## src/rtl/mem_model_q_drain.sv

```systemverilog
// Drains posted writes {addr, be, data} from a FWFT request queue onto a req/ack
// memory write port, with an ack timeout (sticky err) and a completed-write counter.
module mem_model_q_drain #(
    parameter int ADDRW   = 8,
    parameter int BEW     = 4,
    parameter int DATAW   = 32,
    parameter int WIDTH   = ADDRW + BEW + DATAW,
    parameter int MAXWAIT = 15
) (
    input  logic             clk,
    input  logic             reset_n,
    input  logic             clr,
    input  logic             q_empty,
    input  logic [WIDTH-1:0] q_rdata,
    output logic             q_read,
    output logic             mem_wr,
    output logic [ADDRW-1:0] mem_addr,
    output logic [BEW-1:0]   mem_be,
    output logic [DATAW-1:0] mem_wdata,
    input  logic             mem_ack,
    output logic             busy,
    output logic             err,
    output logic [15:0]      drained_count
);

    localparam int CNTW = (MAXWAIT < 2) ? 1 : $clog2(MAXWAIT);
    localparam logic [CNTW-1:0] WAIT_LAST = CNTW'(MAXWAIT - 1);

    typedef enum logic {IDLE = 1'b0, ISSUE = 1'b1} state_t;

    state_t           state_q, state_d;
    logic [CNTW-1:0]  wait_q, wait_d;
    logic             err_q, err_d;
    logic [15:0]      cnt_q, cnt_d;
    logic [ADDRW-1:0] addr_q;
    logic [BEW-1:0]   be_q;
    logic [DATAW-1:0] wdata_q;

    logic pop;
    logic ack_ok;
    logic timeout;

    assign ack_ok  = (state_q == ISSUE) && mem_ack;
    assign pop     = !clr && !q_empty && ((state_q == IDLE) || ack_ok);
    assign timeout = (state_q == ISSUE) && !mem_ack && (wait_q == WAIT_LAST);

    always_ff @(posedge clk or negedge reset_n) begin
        if (!reset_n) begin
            state_q <= IDLE;
        end else begin
            state_q <= state_d;
        end
    end

    always_comb begin
        state_d = state_q;
        if (clr) begin
            state_d = IDLE;
        end else begin
            case (state_q)
                IDLE:    if (pop) state_d = ISSUE;
                ISSUE: begin
                    if (mem_ack)      state_d = pop ? ISSUE : IDLE;
                    else if (timeout) state_d = IDLE;
                end
                default: state_d = IDLE;
            endcase
        end
    end

    always_comb begin
        q_read = pop;
        mem_wr = (state_q == ISSUE);
        busy   = (state_q != IDLE) || !q_empty;
    end

    // Timeout drops the entry without counting it; clr overrides everything.
    always_comb begin
        wait_d = '0;
        err_d  = err_q | timeout;
        cnt_d  = ack_ok ? cnt_q + 16'd1 : cnt_q;
        if ((state_q == ISSUE) && !mem_ack && !timeout) begin
            wait_d = wait_q + CNTW'(1);
        end
        if (clr) begin
            wait_d = '0;
            err_d  = 1'b0;
            cnt_d  = '0;
        end
    end

    always_ff @(posedge clk or negedge reset_n) begin
        if (!reset_n) begin
            wait_q <= '0;
            err_q  <= 1'b0;
            cnt_q  <= '0;
        end else begin
            wait_q <= wait_d;
            err_q  <= err_d;
            cnt_q  <= cnt_d;
        end
    end

    // Entry fields are captured only on a pop; clr leaves them untouched.
    always_ff @(posedge clk or negedge reset_n) begin
        if (!reset_n) begin
            addr_q  <= '0;
            be_q    <= '0;
            wdata_q <= '0;
        end else if (pop) begin
            wdata_q <= q_rdata[DATAW-1:0];
            be_q    <= q_rdata[DATAW+BEW-1:DATAW];
            addr_q  <= q_rdata[WIDTH-1:DATAW+BEW];
        end
    end

    assign mem_addr      = addr_q;
    assign mem_be        = be_q;
    assign mem_wdata     = wdata_q;
    assign err           = err_q;
    assign drained_count = cnt_q;

endmodule
```

## config.mk

```make
export PLATFORM = sky130hd
export DESIGN_NAME = mem_model_q_drain
export DESIGN_NICKNAME = d
export VERILOG_FILES = /design/src/rtl/mem_model_q_drain.sv
export SDC_FILE = /design/constraint.sdc
export NUM_CORES = 1
export LEC_CHECK = 0
export BUFFER_PORTS_ARGS = -buffer_cell sky130_fd_sc_hd__buf_4
export CORE_UTILIZATION = 48
export CTS_BUF_LIST = sky130_fd_sc_hd__clkbuf_8 sky130_fd_sc_hd__clkbuf_16
export CTS_CLUSTER_DIAMETER = 30
export DETAILED_ROUTE_END_ITERATION = 10
export GPL_ROUTABILITY_DRIVEN = 0
export PLACE_DENSITY = 0.86
export SLEW_MARGIN = 20
export SYNTH_ARGS = -nofsm -noshare
export SYNTH_HDL_FRONTEND = slang
export SYNTH_SLANG_ARGS = --single-unit
```

## constraint.sdc

```tcl
create_clock -name clk -period 2 [get_ports clk]
set_input_delay 0.4 -clock clk [delete_from_list [all_inputs] [get_ports clk]]
set_output_delay 0.4 -clock clk [all_outputs]
set_load 0.02 [all_outputs]
```

==> reports/results.ini, run 1 <==
[routing]
drc_errors=0
num_vias=1975
vias_per_cell=5.000
drt-wirelength-per-cell_um=15.55
drt_pass1_iterations=3
routed_wl_um=6142
ant_nets=0
drt_iter0_markers=77

[floorplan]
core_area_um2=5608
die_y_um=79.06
initial_core_util_pct=50.83
rows=27
die_w_um=79.06
die_area_um2=6250
io_pins=113

[cells_and_area]
antennaDiodeCount=0
nNetsFinal=371
postLayoutCellArea_um2=3980
fillCellCount=407
fin_util_pct=70.97
area_delta_synth_final_pct=39.64
regArea_um2=1652
drive_gt1_share_pct=54.80
final_cells=395
multi_input_area_um2=1132

[critical_path]
start_kind=register
path_class=reg -> out
timing.rr.end=drained_count[12]
reg2reg_slack_ns=0.32
cp.arrival_ns=1.42
slowest_stage=dfrtp_1
cp_cell_sequence=nor2b_1, or3_4, inv_1, buf_4
cp-end-kind=output port
cp_max_fo=3
ff2ff_path_depth=4
cp.required_ns=1.60
r2r_start=drained_count[0]
max_stage_delay_ns=0.37

[power_and_ir_drop]
power_density_nw_per_um2=924.8
p_seq_share_pct=43.5
pwr-share-comb_pct=23.8
peakVddDrop_mv=0.5291
intPower_mw=2.714
p_sw_mw=0.9673
clockPowerShare_pct=32.7
p_leak_nw=2.027
total_power_mw=3.681
switching_share_pct=26.28

[timing]
setup_viol=0
fin_crit_ns=1.817
drv_slew=0
slew_headroom_pct=45.55
rsz0062_at_grt=no
hold_viol=0
fmax_ghz=0.5504
worstMarginPinSlew_ns=0.8167
period_share_pct=90.84
fin_setup_tns_ns=0
finClkSkew_ns=0.007535
worst_slack_ns=0.1832
worst_hold_slack_ns=0.1566

[synth]
syn-cell-area_um2=2850
ys_ff_latch=66
yosys_warnings=0
ys_types=27
syn_inst=200
synth_fp_nets=252
synth-seq-area-share_pct=57.95
synth_area_per_cell_um2=14.25

[clock_tree]
clock_tree.buffer_depth=2
clkSlewWorstSetupHoldPaths_ns=0.06
clk_latency_ns=0.32
clock_sinks=66
cts_setup_buffers=0
root_buffer=clkbuf_8
cts_buffers=9
htree_levels=3
cts_tree=built

[grt]
antenna_found_initial=0
grt_pass1_wl_um=9873
grt_max_degree=67
grt_pass1_vias=2128
grtUsageTotal_pct=21.10
overflow=0

[hold_path]
hold_class=in -> async

[place]
pre_cts_ws_ns=0.2479
io_buffers=112
placed_area_um2=3754
place_hpwl_um=4428
dp.cells=380

[flow_run]
drv_cap=0

[outcome]
status=finished, final reports clean

[what timing repair did]
item	in CTS	in global routing
gates resized for setup	0	1
setup endpoints to repair	0	1
hold buffers	0	0
[worst max-delay path by stage]
stage	cells after the start	slack (ns)	startpoint	endpoint
5_1_grt	4	0.12	mem_wr	q_read
2_1_floorplan	5	0.18	mem_wr	q_read
3_3_place_gp	4	0.28	clr	mem_wdata[20]
6_report	4	0.18	mem_wr	q_read
3_5_place_dp	5	0.25	mem_ack	mem_wdata[9]
4_1_cts	4	0.05	mem_wr	q_read
[layout make-up]
cell class	instances	share of cell area, %
tap	72	2.263
timing repair buffer	115	22.01
clock inverter	1	0.7545
sequential	66	41.50
clock buffer	14	4.841
inverter	2	0.1886
multi-input combinational	125	28.45
[critical path: cells and delay by family (launching register included)]
kind,cells,cell delay [ns]
AND/OR/NAND/NOR,2,0.50
flip-flops,1,0.37
buffers and inverters,2,0.22
[flip-flops by register name, summed over array words and instances, names as in the netlist]
signal         count
wait_q             4
drained_count     16
err                1
mem_addr           8
mem_wdata         32
mem_wr             1
mem_be             4
[routing by layer]
metal	track usage (%)	vias to the layer above	share of wire, %
li1	-	933	-
met1	26.34	957	42
met2	34.05	81	49
met3	6.092	4	7.7
met4	9.273	0	0.86
met5	0	-	0
[kinds of logic (layout without fill, tap and decap cells)]
group,after synthesis,count (layout),synth area share [%]
buf+inv,9,132,2.502
compound gates,10,10,1.976
mux,44,44,22.39
xor+xnor,13,13,3.995
simple gates,55,55,9.877
fa+ha+maj,3,3,1.317
flops,66,66,57.95
[cell usage in the layout (no fill, tap or decap), types with 7 or more instances in the layout]
cell      synthesis  layout
buf_4             0     114
clkbuf_8          0      14
dfrtp_1          66      66
mux2_4           38      38
nand2_1           7       7
nand4_1           7       7
nor2_1           18      18
xor2_1            7       7
[power by group through the flow]
| stage | registers, mW | logic [mW] | clock network [mW] |
|---|---|---|---|
| after CTS | 1.60 | 0.886 | 1.24 |
| after global routing | 1.62 | 0.926 | 1.28 |
| after global placement | 1.62 | 0.857 | 0 |
| final | 1.60 | 0.875 | 1.20 |
| after detailed placement | 1.62 | 0.889 | 0 |
| after floorplan | 1.80 | 0.281 | 0 |
[synthesized netlist by cell type, drive strengths merged]
| library cell | instances | area share, % |
|---|---|---|
| a31o | 1 | 0.31 |
| dfrtp | 66 | 58 |
| inv | 2 | 0.26 |
| nor2b | 1 | 0.22 |
| o31ai | 1 | 0.26 |
| clkbuf | 1 | 0.13 |
| ha | 3 | 1.3 |
| o21ai | 2 | 0.35 |
| or3 | 3 | 0.66 |
| nor4 | 2 | 0.44 |
| nand3 | 6 | 1.1 |
| nor3 | 3 | 0.53 |
| xnor2 | 6 | 1.8 |
| nand4 | 7 | 1.5 |
| mux2 | 44 | 22 |
| nand2 | 7 | 0.92 |
| and4 | 3 | 0.92 |
| a21oi | 6 | 1.1 |
| or4 | 1 | 0.26 |
| and3 | 1 | 0.22 |
| buf | 6 | 2.1 |
| or3b | 1 | 0.31 |
| xor2 | 7 | 2.2 |
| nor2 | 18 | 2.4 |
| nand2b | 2 | 0.44 |
No activity file was read; power rests on OpenSTA's default activity.
==> inputs of run 2 (changes only) <==
--- a/config.mk
+++ b/config.mk
@@ -5,10 +5,11 @@
 export SDC_FILE = /design/constraint.sdc
 export NUM_CORES = 1
 export LEC_CHECK = 0
+export ABC_AREA = 1
 export BUFFER_PORTS_ARGS = -buffer_cell sky130_fd_sc_hd__buf_4
 export CORE_UTILIZATION = 48
 export CTS_BUF_LIST = sky130_fd_sc_hd__clkbuf_8 sky130_fd_sc_hd__clkbuf_16
-export CTS_CLUSTER_DIAMETER = 30
+export CTS_CLUSTER_DIAMETER = 50
 export DETAILED_ROUTE_END_ITERATION = 10
 export GPL_ROUTABILITY_DRIVEN = 0
 export PLACE_DENSITY = 0.86
==> run 2 against run 1 <==
Setup slack gained 0.052 ns. Clock power shrank 15%. Synthesized cell count grew 74%. Count of clock-buffer cells in the layout shrank 5. Sequential share of layout area grew 0.60 points. Sequential power shrank 3%. Maximum frequency grew 3.0%. Worst hold slack gained 0.0044 ns. First-iteration DRC count grew 140%. Highest routed layer unchanged.
==> reports/results.ini, run 2 <==
[synth]
yosys_warnings=0  ; unchanged
synth_commonest_cells=171 x nand2_1, 66 x dfrtp_1, 35 x nor2_1, 19 x inv_1, 15 x nand3_1
yosysTopAreaCellShare_pct=57.42  ; -0.53 points
yosysTopAreaCell=dfrtp_1
synth-seq-area-share_pct=57.42  ; -0.53 points
ys_ff_latch=66  ; unchanged
synth_flop_cell=dfrtp_1
syn-cell-area_um2=2877  ; +0.92%
syn_inst=348  ; +74%
ys_async_sr_fraction_pct=100.0  ; unchanged
synth_edf_count=0  ; unchanged
ys_top_cells_by_area=dfrtp_1 57%, nand2_1 22%, nor2_1 4.6%, nand3_1 2.6%, inv_1 2.5%
ys_types=25  ; -7.4%
synth_area_per_cell_um2=8.266  ; -42%
synth_fp_nets=400  ; +59%
yosysMostFrequentCell=nand2_1

[critical_path]
cp.arrival_ns=1.36  ; -0.06 ns
cp_cell_sequence=inv_2, o21ai_4, inv_4, buf_4
crit_cells=4  ; unchanged
start_kind=register
cp.required_ns=1.60  ; about the same
ff2ff_path_depth=5  ; +1
slowest_stage=dfrtp_1
cp_top_family=buffers and inverters
max_stage_delay_ns=0.45  ; +0.08 ns
cp_max_fo=22  ; +19
critPathBufInv=3  ; +1
path_class=reg -> out
cp-end-kind=output port

[grt]
grt_pass1_wl_um=11340  ; +15%
overflow=0  ; unchanged
grt_pass1_vias=2540  ; +19%
antenna_found_initial=0  ; unchanged
grt_max_degree=67  ; unchanged
grtUsageTotal_pct=23.57  ; +2.5 points

[timing]
setup_viol=0  ; unchanged
hold_viol=0  ; unchanged
fin_setup_tns_ns=0  ; unchanged
rsz0062_at_grt=no
worstMarginPinSlew_ns=0.8295  ; +0.01281 ns
finClkSkew_ns=0.005434  ; -0.002101 ns
drv_slew=0  ; unchanged
slew_headroom_pct=44.70  ; -0.85 points
fin_crit_ns=1.765  ; -0.05225 ns
fmax_ghz=0.5667  ; +3.0%
period_share_pct=88.23  ; -2.6 points

[clock_tree]
cts_resized=0  ; unchanged
cts_tree=built
clk_latency_ns=0.33  ; about the same
cts_buffers=9  ; unchanged
clkSlewWorstSetupHoldPaths_ns=0.07  ; about the same
htree_levels=3  ; unchanged
cts_setup_buffers=0  ; unchanged
clock_sinks=66  ; unchanged
clock_tree.buffer_depth=2  ; unchanged
root_buffer=clkbuf_8
cts_hold_repair.buffers=0  ; unchanged

[cells_and_area]
fin_util_pct=69.55  ; -1.4 points
fillCellCount=460  ; +13%
antennaDiodeCount=0  ; unchanged
drive_gt1_share_pct=28.63  ; -26 points
area_delta_synth_final_pct=36.41
layout_commonest_cell=nand2_1
final_cell_mix=171 x nand2_1, 115 x buf_4, 66 x dfrtp_1
nNetsFinal=517  ; +39%
largest_reg_flops=32  ; unchanged

[routing]
num_vias=2663  ; +35%
drt-wirelength-per-cell_um=12.81  ; -18%
routed_wl_um=6918  ; +13%
drc_errors=0  ; unchanged
vias_per_cell=4.931  ; -1.4%
drt_iter0_markers=181  ; +140%
drt_pass1_iterations=4  ; +1
ant_nets=0  ; unchanged

[power_and_ir_drop]
power_density_nw_per_um2=837.5  ; -9.4%
peakVddDrop_mv=0.4641  ; -12%
total_power_mw=3.286  ; -11%
p_leak_nw=2.189  ; +8.0%

[flow_run]
drv_cap=0  ; unchanged

[floorplan]
die_w_um=79.41  ; +0.44%
initial_core_util_pct=50.99  ; +0.16 points
io_pins=113  ; unchanged
die_area_um2=6306  ; +0.89%
core_area_um2=5642  ; +0.60%
die_y_um=79.41  ; +0.44%
rows=27  ; unchanged

[hold_path]
hold_class=in -> async

[place]
io_buffers=112  ; unchanged
place_hpwl_um=4773  ; +7.8%

[outcome]
status=finished, final reports clean

run 2: metal layers:
metal  GRT usage, %  up-vias  part of all wire, %
met5              0        -                    0
met4          11.45        0                  2.1
met3          4.800       12                  6.1
met2          38.71      117                   49
met1          29.73     1228                   43
li1               -     1306                    -
run 2: cell families (layout without fill, tap and decap cells):
| logic type | Yosys count | in the layout | share of synthesized area [%] |
|---|---|---|---|
| buf+inv | 32 | 152 | 5.829 |
| compound gates | 16 | 16 | 3.480 |
| xor+xnor | 2 | 2 | 0.6091 |
| fa+ha+maj | 3 | 3 | 1.305 |
| simple gates | 229 | 229 | 31.36 |
| flops | 66 | 66 | 57.42 |
run 2: path summary, 6_finish.rpt:
check                            start          endpoint  slack [ns]
hold reg to reg            mem_addr[6]       mem_addr[6]        0.48
min in group clk            q_rdata[8]      mem_wdata[8]        0.25
setup / recovery                mem_wr            q_read        0.24
max in group asynchronous      reset_n     mem_wdata[14]        1.30
hold / removal                 reset_n  drained_count[6]        0.16
setup reg to reg                mem_wr     mem_wdata[27]        0.55
run 2: final cells by class:
cell class	instances	area, um^2	share of cell area, %
timing repair buffer	115	863.3	22.00
clock buffer	9	123.9	3.157
clock inverter	5	48.80	1.244
inverter	23	88.84	2.264
tap	72	90.09	2.296
multi-input combinational	250	1057	26.95
sequential	66	1652	42.09
run 2: worst register-to-register path, cell delays in order, from the launching register on:
cell	delay (ns)
dfrtp_1	0.46
inv_2	0.09
o21ai_4	0.16
buf_4	0.44
nand2_1	0.15
nand2_1	0.10
run 2: through the flow:
stage               instance area [um^2]  worst slack (ns)  hold slack [ns]  std cells
CTS                                 3924            0.2136           0.1798        540
global placement                    3751            0.4047           0.4655        526
floorplan                           2877            0.4948           0.1044        348
global route                        3924            0.1685           0.2330        540
detailed placement                  3751            0.4060           0.4662        526
finish                              3924            0.2355           0.1611        540
run 2: power breakdown:
part | total (mW) | internal [mW] | switching, mW
Sequential | 1.56 | 1.47 | 0.0860
Combinational | 0.705 | 0.305 | 0.400
Clock | 1.02 | 0.550 | 0.470
==> inputs of run 3 (changes only) <==
--- a/config.mk
+++ b/config.mk
@@ -10,9 +10,11 @@
 export CORE_UTILIZATION = 48
 export CTS_BUF_LIST = sky130_fd_sc_hd__clkbuf_8 sky130_fd_sc_hd__clkbuf_16
 export CTS_CLUSTER_DIAMETER = 50
+export CTS_CLUSTER_SIZE = 40
 export DETAILED_ROUTE_END_ITERATION = 10
 export GPL_ROUTABILITY_DRIVEN = 0
 export PLACE_DENSITY = 0.86
+export REMOVE_ABC_BUFFERS = 1
 export SLEW_MARGIN = 20
 export SYNTH_ARGS = -nofsm -noshare
 export SYNTH_HDL_FRONTEND = slang
==> run 3 against run 2 <==
Non-clock buffer count unchanged. Sequential cell count unchanged. Clock power down 5%. Critical path type unchanged. Utilization up 0.20 points. Highest routed layer unchanged.
==> reports/results.ini, run 3 (synthesis gave the netlist of run 2 again) <==
[timing]
period_share_pct=83.38  ; -4.8 points
rsz0062_at_grt=no
setup_viol=0  ; unchanged
hold_viol=0  ; unchanged
worstMarginPinSlew_ns=0.4737  ; -0.3559 ns
fin_crit_ns=1.668  ; -0.09696 ns
fmax_ghz=0.5997  ; +5.8%
drv_slew=0  ; unchanged
worst_hold_slack_ns=0.03778  ; -0.1233 ns
fin_setup_tns_ns=0  ; unchanged
slew_headroom_pct=68.23  ; +24 points
finClkSkew_ns=0.007181  ; +0.001747 ns

[clock_tree]
clk_latency_ns=0.34  ; about the same
cts_setup_buffers=0  ; unchanged
cts_resized=0  ; unchanged
cts_buffers=9  ; unchanged
clock_tree.buffer_depth=2  ; unchanged
clkSlewWorstSetupHoldPaths_ns=0.07  ; about the same
root_buffer=clkbuf_8
htree_levels=3  ; unchanged
cts_tree=built
clock_sinks=66  ; unchanged
cts_hold_repair.buffers=0  ; unchanged

[flow_run]
drv_cap=0  ; unchanged

[grt]
antenna_found_initial=0  ; unchanged
grt_max_degree=67  ; unchanged
grtUsageTotal_pct=24.33  ; +0.75 points
grt_pass1_vias=2549  ; +0.35%
grt_pass1_wl_um=11500  ; +1.4%
overflow=0  ; unchanged

[place]
dp.cells=526  ; unchanged
place_hpwl_um=4895  ; +2.5%
io_buffers=112  ; unchanged
placed_area_um2=3764  ; +0.33%

[cells_and_area]
area_delta_synth_final_pct=36.80
regArea_um2=1652  ; unchanged
nNetsFinal=517  ; unchanged
final_cells=542  ; +0.37%
postLayoutCellArea_um2=3935  ; +0.29%
fillCellCount=445  ; -3.3%
final_cell_mix=171 x nand2_1, 114 x buf_4, 66 x dfrtp_1
multi_input_area_um2=1057  ; unchanged
largest_reg_flops=32  ; unchanged
layout_commonest_cell=nand2_1
antennaDiodeCount=0  ; unchanged
drive_gt1_share_pct=28.94  ; +0.30 points

[critical_path]
start_kind=register
cp_max_fo=4  ; -82%
reg2reg_slack_ns=0.53  ; -0.02 ns
cp.required_ns=1.60  ; about the same
r2r_start=mem_wr
cp-end-kind=output port
timing.rr.end=mem_addr[4]
ff2ff_path_depth=5  ; unchanged
cp.arrival_ns=1.27  ; -0.09 ns
path_class=reg -> out

[floorplan]
io_pins=113  ; unchanged
rows=27  ; unchanged
die_area_um2=6306  ; unchanged
die_y_um=79.41  ; unchanged
die_w_um=79.41  ; unchanged
initial_core_util_pct=50.99  ; unchanged
core_area_um2=5642  ; unchanged

[routing]
drc_errors=0  ; unchanged
num_vias=2651  ; -0.45%
drt_pass1_iterations=4  ; unchanged
drt-wirelength-per-cell_um=12.77  ; -0.35%
drt_iter0_markers=99  ; -45%
routed_wl_um=6919  ; about the same
vias_per_cell=4.891  ; -0.82%
ant_nets=0  ; unchanged

[power_and_ir_drop]
p_leak_nw=2.187  ; about the same
power_density_nw_per_um2=823.2  ; -1.7%
peakVddDrop_mv=0.5849  ; +26%
total_power_mw=3.239  ; -1.4%

[outcome]
status=finished, final reports clean

[hold_path]
hold_class=in -> async

## run 3: cell count changes in the layout (fill, tap and decap cells not counted), sizes merged
| cell | before | now |
|---|---|---|
| bufinv | 1 | 0 |
| clkbuf | 9 | 10 |
| clkinvlp | 0 | 2 |
## run 3: area by class of cell
| class | instances | area share (%) |
|---|---|---|
| Sequential cell | 66 | 41.97 |
| Timing Repair Buffer | 115 | 22.26 |
| Clock inverter | 6 | 0.8585 |
| Clock buffer | 10 | 3.498 |
| Inverter | 23 | 2.258 |
| Tap cell | 72 | 2.289 |
| Multi-Input combinational cell | 250 | 26.87 |
## run 3: critical path: stages, from the launching register on
cell	delay, ns
dfrtp_1	0.47
inv_2	0.10
o21ai_4	0.17
inv_4	0.04
buf_4	0.16
## run 3: per-layer routing
| layer | wire length [um] | part of all wire [%] | GRT usage [%] |
|---|---|---|---|
| met1 | 2888 | 42 | 29.60 |
| met2 | 3282 | 47 | 39.48 |
| met3 | 656 | 9.5 | 9.257 |
| met4 | 92 | 1.3 | 8.545 |
| met5 | 0 | 0 | 0 |
## run 3: through the flow
| stage | util, % | setup WS (ns) |
|---|---|---|
| after detailed placement | 66.71 | 0.4219 |
| final | 69.75 | 0.3324 |
| after floorplan | - | 0.05217 |
| after CTS | 69.75 | 0.3161 |
| after global placement | 66.71 | 0.5318 |
| after global routing | 69.75 | 0.2791 |
## run 3: worst max path at each step
stage / slack (ns) / to / from
after floorplan: 0.05 / q_read / mem_wr
after global placement: 0.53 / mem_wdata[13] / clr
after detailed placement: 0.42 / mem_wdata[20] / clr
after CTS: 0.32 / q_read / mem_wr
after global routing: 0.28 / q_read / mem_wr
final: 0.33 / q_read / mem_wr
## run 3: where the power goes
part | total (mW) | leakage, nW | switching (mW) | internal (mW)
combinational | 0.710 | 1.25 | 0.402 | 0.308
sequential | 1.56 | 0.850 | 0.0906 | 1.47
clock | 0.965 | 0.0892 | 0.493 | 0.472
total | 3.24 | 2.19 | 0.986 | 2.25
